===== src/rtl/adc_stream_packetizer.sv =====
// ADC channel capture engine: packs SAMPLE_W samples into TDATA_W AXI-Stream beats with tlast framing.
// Optional macro ADC_TEST_PATTERN_EN adds a test_mode input that substitutes a ramp counter for ADC data.
module adc_stream_packetizer #(
  parameter int SAMPLE_W   = 16,
  parameter int NUM_CH     = 2,
  parameter int TDATA_W    = 32,
  parameter int FIFO_DEPTH = 16,
  parameter int CNT_W      = 32,
  localparam int CH_W      = (NUM_CH > 1) ? $clog2(NUM_CH) : 1
) (
  input  logic                       clk,
  input  logic                       reset,
`ifdef ADC_TEST_PATTERN_EN
  input  logic                       test_mode,
`endif
  input  logic                       start,
  input  logic                       stop,
  input  logic [CH_W-1:0]            ch_sel,
  input  logic [CNT_W-1:0]           pkt_size,
  input  logic [CNT_W-1:0]           pkt_count,
  input  logic                       s_valid,
  input  logic [NUM_CH*SAMPLE_W-1:0] s_data,
  output logic [TDATA_W-1:0]         m_tdata,
  output logic                       m_tvalid,
  input  logic                       m_tready,
  output logic                       m_tlast,
  output logic                       busy,
  output logic                       done,
  output logic                       overflow,
  output logic                       cfg_err
);

  localparam int SPB   = TDATA_W / SAMPLE_W;
  localparam int BYTES = TDATA_W / 8;
  localparam int IDX_W = (SPB > 1) ? $clog2(SPB) : 1;
  localparam int PTR_W = $clog2(FIFO_DEPTH);

  typedef enum logic [1:0] {IDLE, CAPTURE, FLUSH} state_t;
  state_t state, state_n;

  logic [CH_W-1:0]     ch_q;
  logic [CNT_W-1:0]    bpp_q, pkt_count_q, beat_cnt, pkt_cnt;
  logic                stop_q;
  logic [IDX_W-1:0]    samp_idx;
  logic [TDATA_W-1:0]  packer, beat_data;
  logic [SAMPLE_W-1:0] sel_sample, sample;
  logic                overflow_q, done_q, cfg_err_q;
  logic [CH_W:0]       ch_ext;

  logic [TDATA_W:0]    mem [FIFO_DEPTH];
  logic [PTR_W-1:0]    wr_ptr, rd_ptr;
  logic [PTR_W:0]      count;

  logic full, pop, push, drop, complete, beat_last, cfg_bad, start_ok, stop_req, flush_ok, run_end;

  always_comb begin
    sel_sample = '0;
    for (int unsigned k = 0; k < NUM_CH; k++)
      if (CH_W'(k) == ch_q) sel_sample = s_data[k*SAMPLE_W +: SAMPLE_W];
  end

`ifdef ADC_TEST_PATTERN_EN
  logic                test_q;
  logic [SAMPLE_W-1:0] pat_cnt;

  assign sample = test_q ? pat_cnt : sel_sample;

  always_ff @(posedge clk) begin
    if (reset) begin
      test_q  <= 1'b0;
      pat_cnt <= '0;
    end else if (start_ok) begin
      test_q  <= test_mode;
      pat_cnt <= '0;
    end else if (state == CAPTURE && s_valid) begin
      pat_cnt <= pat_cnt + 1'b1;
    end
  end
`else
  assign sample = sel_sample;
`endif

  // The completing sample is merged combinationally so the beat is pushed in the same cycle.
  always_comb begin
    beat_data = packer;
    for (int unsigned i = 0; i < SPB; i++)
      if (IDX_W'(i) == samp_idx) beat_data[i*SAMPLE_W +: SAMPLE_W] = sample;
  end

  always_comb begin
    ch_ext  = {1'b0, ch_sel};
    cfg_bad = (pkt_size == '0) || ((pkt_size % CNT_W'(BYTES)) != '0) ||
              (ch_ext >= (CH_W+1)'(NUM_CH));
  end

  always_comb begin
    m_tvalid = (count != '0);
    m_tdata  = '0;
    m_tlast  = 1'b0;
    if (m_tvalid) begin
      m_tdata = mem[rd_ptr][TDATA_W-1:0];
      m_tlast = mem[rd_ptr][TDATA_W];
    end
  end

  always_comb begin
    state_n   = state;
    start_ok  = 1'b0;
    full      = (count == (PTR_W+1)'(FIFO_DEPTH));
    pop       = m_tvalid && m_tready;
    stop_req  = stop_q || stop;
    flush_ok  = (count == '0) || ((count == (PTR_W+1)'(1)) && pop);
    complete  = (state == CAPTURE) && s_valid && (samp_idx == IDX_W'(SPB-1));
    push      = complete && (!full || pop);
    drop      = complete && full && !pop;
    beat_last = (beat_cnt == bpp_q - 1'b1);
    run_end   = (pkt_count_q != '0) && (pkt_cnt + 1'b1 == pkt_count_q);
    case (state)
      IDLE: begin
        if (start && !cfg_bad) begin
          start_ok = 1'b1;
          state_n  = CAPTURE;
        end
      end
      CAPTURE: begin
        // Leave only on a packet boundary: after a pushed tlast beat, or at once if nothing is in flight.
        if (push && beat_last && (stop_req || run_end))
          state_n = FLUSH;
        else if (stop_req && !complete && beat_cnt == '0 && samp_idx == '0)
          state_n = FLUSH;
      end
      FLUSH: begin
        if (flush_ok) state_n = IDLE;
      end
      default: state_n = IDLE;
    endcase
  end

  always_ff @(posedge clk) begin
    if (reset) state <= IDLE;
    else       state <= state_n;
  end

  always_ff @(posedge clk) begin
    if (reset) begin
      ch_q        <= '0;
      bpp_q       <= '0;
      pkt_count_q <= '0;
      beat_cnt    <= '0;
      pkt_cnt     <= '0;
      samp_idx    <= '0;
      packer      <= '0;
      stop_q      <= 1'b0;
      overflow_q  <= 1'b0;
      done_q      <= 1'b0;
      cfg_err_q   <= 1'b0;
    end else begin
      done_q    <= (state == FLUSH) && flush_ok;
      cfg_err_q <= (state == IDLE) && start && cfg_bad;
      if (state == IDLE)                 stop_q <= 1'b0;
      else if (state == CAPTURE && stop) stop_q <= 1'b1;
      if (start_ok) begin
        ch_q        <= ch_sel;
        bpp_q       <= pkt_size / CNT_W'(BYTES);
        pkt_count_q <= pkt_count;
        beat_cnt    <= '0;
        pkt_cnt     <= '0;
        samp_idx    <= '0;
        overflow_q  <= 1'b0;
      end else if (state == CAPTURE && s_valid) begin
        packer   <= beat_data;
        samp_idx <= complete ? '0 : samp_idx + 1'b1;
        if (push) begin
          beat_cnt <= beat_last ? '0 : beat_cnt + 1'b1;
          if (beat_last) pkt_cnt <= pkt_cnt + 1'b1;
        end
        if (drop) overflow_q <= 1'b1;
      end
    end
  end

  always_ff @(posedge clk) begin
    if (push) mem[wr_ptr] <= {beat_last, beat_data};
  end

  always_ff @(posedge clk) begin
    if (reset) begin
      wr_ptr <= '0;
      rd_ptr <= '0;
      count  <= '0;
    end else begin
      if (push) wr_ptr <= wr_ptr + 1'b1;
      if (pop)  rd_ptr <= rd_ptr + 1'b1;
      count <= count + {{PTR_W{1'b0}}, push} - {{PTR_W{1'b0}}, pop};
    end
  end

  assign busy     = (state != IDLE);
  assign done     = done_q;
  assign overflow = overflow_q;
  assign cfg_err  = cfg_err_q;

endmodule

===== config.mk =====
export PLATFORM = sky130hd
export DESIGN_NAME = adc_stream_packetizer
export DESIGN_NICKNAME = d
export VERILOG_FILES = /design/src/rtl/adc_stream_packetizer.sv
export SDC_FILE = /design/constraint.sdc
export NUM_CORES = 1
export LEC_CHECK = 0
export CAP_MARGIN = 20
export CORE_ASPECT_RATIO = 0.5
export CORE_MARGIN = 2
export CORE_UTILIZATION = 35
export DETAILED_ROUTE_END_ITERATION = 6
export HOLD_SLACK_MARGIN = 0.12
export PLACE_DENSITY = 0.53
export SYNTH_ARGS = -nofsm -noshare
export SYNTH_HDL_FRONTEND = slang
export SYNTH_SLANG_ARGS = --single-unit

===== constraint.sdc =====
create_clock -name clk -period 6.4 [get_ports clk]
set_clock_uncertainty 0.2 [all_clocks]
set_input_delay 1.28 -clock clk [delete_from_list [all_inputs] [get_ports clk]]
set_output_delay 1.28 -clock clk [all_outputs]
set_load 0.005 [all_outputs]

# [Word-level counts from Yosys, hierarchy flattened]
# Memory sizes are Yosys's and may differ from the RTL's. A register that Yosys moved wholly into a read port is not among the register bits.
# Index checks and enable logic that the tools add are counted.
[totals] in_bits=103 reg_bits=179 n_memories=1 wordCells=95 out_inout_bits=38 ramBits=528
[op_classes] bitwise_logic=2 mux=18 n_reduce_logical=42 eq_ne=9 add_sub_neg=8
[memory_table] memory="mem" words=16 width=33 rd=1 rd_clocked_by_memory_dff=1 write_ports=1 line_no="50" text="logic [TDATA_W:0] mem [FIFO_DEPTH];"
[ops] operator="32-bit by 1-bit adder with 32-bit output, second input constant" n=2
[ops] operator="32-bit == test" n=2
[ops] operator="32-bit zero test" n=2
[ops] operator="32-bit 2-to-1 mux" n=2
[ops] operator="32-bit nonzero test" n=2
[ops] operator="16-bit 2-to-1 mux" n=3
[ops] operator="30-bit by 1-bit subtractor with 31-bit output, second input constant" n=1
[ops] operator="1-bit logical AND" n=18
[ops] operator="4-bit by 1-bit adder with 4-bit output, second input constant" n=2
[ops] operator="2-bit 2-to-1 mux" n=4
[ops] operator="4-bit 2-to-1 mux" n=2
[ops] operator="1-bit 2-to-1 mux" n=6
[ops] operator="2-bit one-hot mux with 3 select lines" n=1
[ops] operator="2-bit AND reduction" n=3
[ops] operator="3-bit AND reduction" n=2
[ops] operator="5-bit by 1-bit adder with 5-bit output" n=1
[ops] operator="5-bit by 1-bit == test with 1-bit output, second input constant" n=1
[ops] operator="5-bit == test, second input constant" n=1
[ops] operator="5-bit zero test" n=1
[ops] operator="1-bit logical OR" n=5
[ops] operator="5-bit nonzero test" n=1
[ops] operator="5-bit by 1-bit subtractor with 5-bit output" n=1
[ops] operator="1-bit zero test" n=4
[ops] operator="2-bit != test, second input constant" n=2
[ops] operator="other kinds (8)" n=10

# [Longest topological paths before layout]
[logic_depth] ltp_word=10 ltp_mapped=17 depth_no_buf=16

# [Worst setup path after synthesis]
# No wires, ideal clock.
[synth_timing] path_type="input to register" start="in s_valid" end="mem mem[0][0] (netlist bit) (enable)" n_path_buf=1 path_slack_ns=1.252 cell_stages=5 setup_ns=0.464 required_ns=5.736 t_arrival_ns=4.484 cell_sequence="nand4b_1 a31oi_1 clkbuf_1 nand2_1 nor3_1"
[synth_via] elab_chain_len=5
[synth_lines] element="from (decl)" line_no="21" text="input logic s_valid,"
[synth_lines] element="1-bit logical AND (2 in a row)" line_no="113" text="complete = (state == CAPTURE) && s_valid && (samp_idx == IDX_W'(SPB-1));"
[synth_lines] element="1-bit logical AND" line_no="114" text="push = complete && (!full || pop);"
[synth_lines] element="1-bit 2-to-1 mux" line_no="183" text="if (push) mem[wr_ptr] <= {beat_last, beat_data};"
[synth_lines] element="1-bit 2-to-1 mux (implied by the code)" line_no="183"
[synth_lines] element="to (decl)" line_no="50"
# No other way between the ends.

==> results.cfg <==
[power_and_ir_drop]
p_leak_nw = 11.3
p_total_mw = 11.3
cellPowerDensity_mw_per_mm2 = 317
irDropWorstVdd_mv = 0.199

[place]
placed_cell_area_mm2 = 0.0333
pre_cts_ws_ps = 1830
place.gp.congestion = 0.772
dp_hpwl_um = 46700
io_buffers = 140

[cts]
cts_buffers = 67
clock-sinks = 711
h-tree-depth = 3
cts_buffer_depth = 3
cts_hold_buf = 0
root_buffer = clkbuf_16
post_cts_buffers = 0
worstSkewPairLatency_ps = 630
clk_pin_slew_ps = 60
ctsResizeCount = 0
cts_tree = built

[sta]
finalHoldViolCount = 0
tns_ps = 0
slew_violations = 0
worst_slew_pin_slew_ps = 1020
final.setup.worst_slack_ps = 1320
min_period_ps = 5080
finalCritPeriodShare_pct = 79.3
rsz0062_at_grt = false
fmax_mhz = 197
relSlewSlack_pct = 32.3
setup_viol = 0

[final_layout]
final_cell_mix = edfxtp_1 (528), nand2_1 (218), dfxtp_1 (178)
final_layout_size_suffix_gt1_share_pct = 16.8
syn_to_final_growth_pct = 17.1
num-nets-final = 2372
n_fill_cell = 7942
layout_commonest_cell = edfxtp_1
final_area_mm2 = 0.0357

[worst_setup_path]
rr_startpoint = bpp_q[0]$_SDFFE_PP0P_
crit_fanout = 29
critPathArrivalTime_ps = 3600
cp-start-kind = flop
critical_path_class = flop to output port
critPathCaptureType = output port
cpMostUsedCell = mux4_2
crit_path_top_delay_cell = dfxtp_4
cp_cell_sequence = buf_4, mux4_2, mux4_2, and2_1, clkdlybuf4s50_1
cp.required_ps = 4920
cp_top_family = multiplexers
slowest_delay_ps = 740
path_buf_inv = 2
r2r_slack_ps = 1880

[global_routing]
grt_max_degree = 85
overflow = 0
grt_usage_pct = 17.5
grt_pass1_wl_um = 117000
first_global_vias = 17900
antenna_found_initial = 1

[logic_synthesis]
synthFlopType = edfxtp_1
ys_ff_latch = 711
yosysWarnings = 0
synth_cell_types = 71
syn-cell-area_mm2 = 0.0304
synth_nets = 2224
syn_area_per_cell_um2 = 14.5
ys_seq_area_share_pct = 64.1
syn_inst = 2105
async_flop_share_pct = 0
synth-edff-count = 528

[outcome]
status = finished, final reports clean

[routing]
viasPerCell = 5.19
drc = 0
vias = 18000
routed_wl_um = 77700
detail_route.wl_per_cell_um = 22.4
dr.first_iter.drc_count = 1329
dr.pass1.iters = 5
detail-route-antenna-nets = 0

[floorplan]
num_rows = 76
dieArea_mm2 = 0.0895
die_h_um = 213
die_x_um = 421
pin_count = 141
initial_core_util_pct = 35.3
coreArea_mm2 = 0.0862

[flow_run]
drv_cap = 0

[worst_hold_path]
min-delay-start = ch_q$_SDFFE_PP0P_
hp-class = flop to flop
## metal layers
metal | global-route usage, % | part of all wire, % | vias to the layer above
li1 | - | - | 8272
met1 | 24.6 | 46 | 9238
met2 | 28.2 | 47 | 417
met3 | 2.92 | 4.8 | 91
met4 | 4.62 | 2.0 | 0
met5 | 0 | 0 | -
## worst reg2reg max path: stages (launching register included)
cell and delay, ps:
dfxtp_1 430, inv_1 110, ha_1 310, nor4b_4 380, nand4_4 240, nor4_1 250, mux2_2 400, nand4b_1 180
nor4_1 370, and4bb_1 810, buf_4 410, a21oi_1 110, a31o_2 220
## cells in the mapped netlist, drive strengths merged (15+ instances only)
cell,instances,area share (%)
edfxtp,528,52
nor2,156,1.9
dfxtp,183,12
nand3,45,0.74
clkbuf,105,1.3
and2,39,0.80
nor3,27,0.55
nand2,219,2.7
a211oi,21,0.53
ha,15,0.62
mux4,165,12
xnor2,77,2.2
a21oi,103,1.7
inv,39,0.48
and3,23,0.47
or3,26,0.53
xor2,51,1.5
nand4,31,0.76
nor4,43,1.1
mux2i,74,2.4
buf,27,0.50
## flip-flops by register name, summed over array words and instances (netlist names), 2 cells and up, named ones only
register     flops
mem            528
pkt_cnt         32
packer          32
wr_ptr           4
bpp_q           30
pkt_count_q     32
beat_cnt        32
rd_ptr           4
count            5
state            2
## metrics by stage
step / cells / util, % / hold slack, ps
finish: 3475 / 41.4 / 269
global placement: 3326 / 38.6 / 246
detailed placement: 3332 / 38.7 / 258
CTS: 3452 / 41.2 / 274
floorplan: 2105 / - / 258
global route: 3475 / 41.4 / 303
## report_power, final
part           internal, mW  switching [mW]
clock network          2.28            1.75
registers              5.00           0.136
logic                  1.20           0.919
total                  8.48            2.81
## logic make-up (layout without fill, tap and decap cells)
group                    count (synthesis)  in the layout  synth area share, %
flip-flops                             711            711                 64.1
AND/OR/NAND/NOR                        657            657                 10.9
XOR/XNOR                               128            128                 3.68
other                                    0              1                    0
AO/OA/AOI/OAI                          181            181                 3.67
adder cells (fa/ha/maj)                 16             16                0.682
multiplexers                           241            241                 14.7
buffers and inverters                  171            370                 2.28
## final timing paths
kind	endpoint	cells after the start
setup / recovery	m_tdata[28]	5
hold / removal	ch_q$_SDFFE_PP0P_	2
setup reg to reg	pkt_cnt[29]$_SDFFE_PP0P_	12
hold reg to reg	ch_q$_SDFFE_PP0P_	2
## layout make-up
type | count | area (um2) | area share, %
inverters | 39 | 146 | 0.410
diodes | 1 | 2.50 | 0.00702
clock buffers | 88 | 1840 | 5.15
repair buffers | 211 | 1980 | 5.54
clock inverters | 32 | 347 | 0.972
well taps | 1170 | 1460 | 4.10
multi-input cells | 1223 | 10400 | 29.0
flip-flops and latches | 711 | 19500 | 54.8
(Power assumes the default switching activity.)
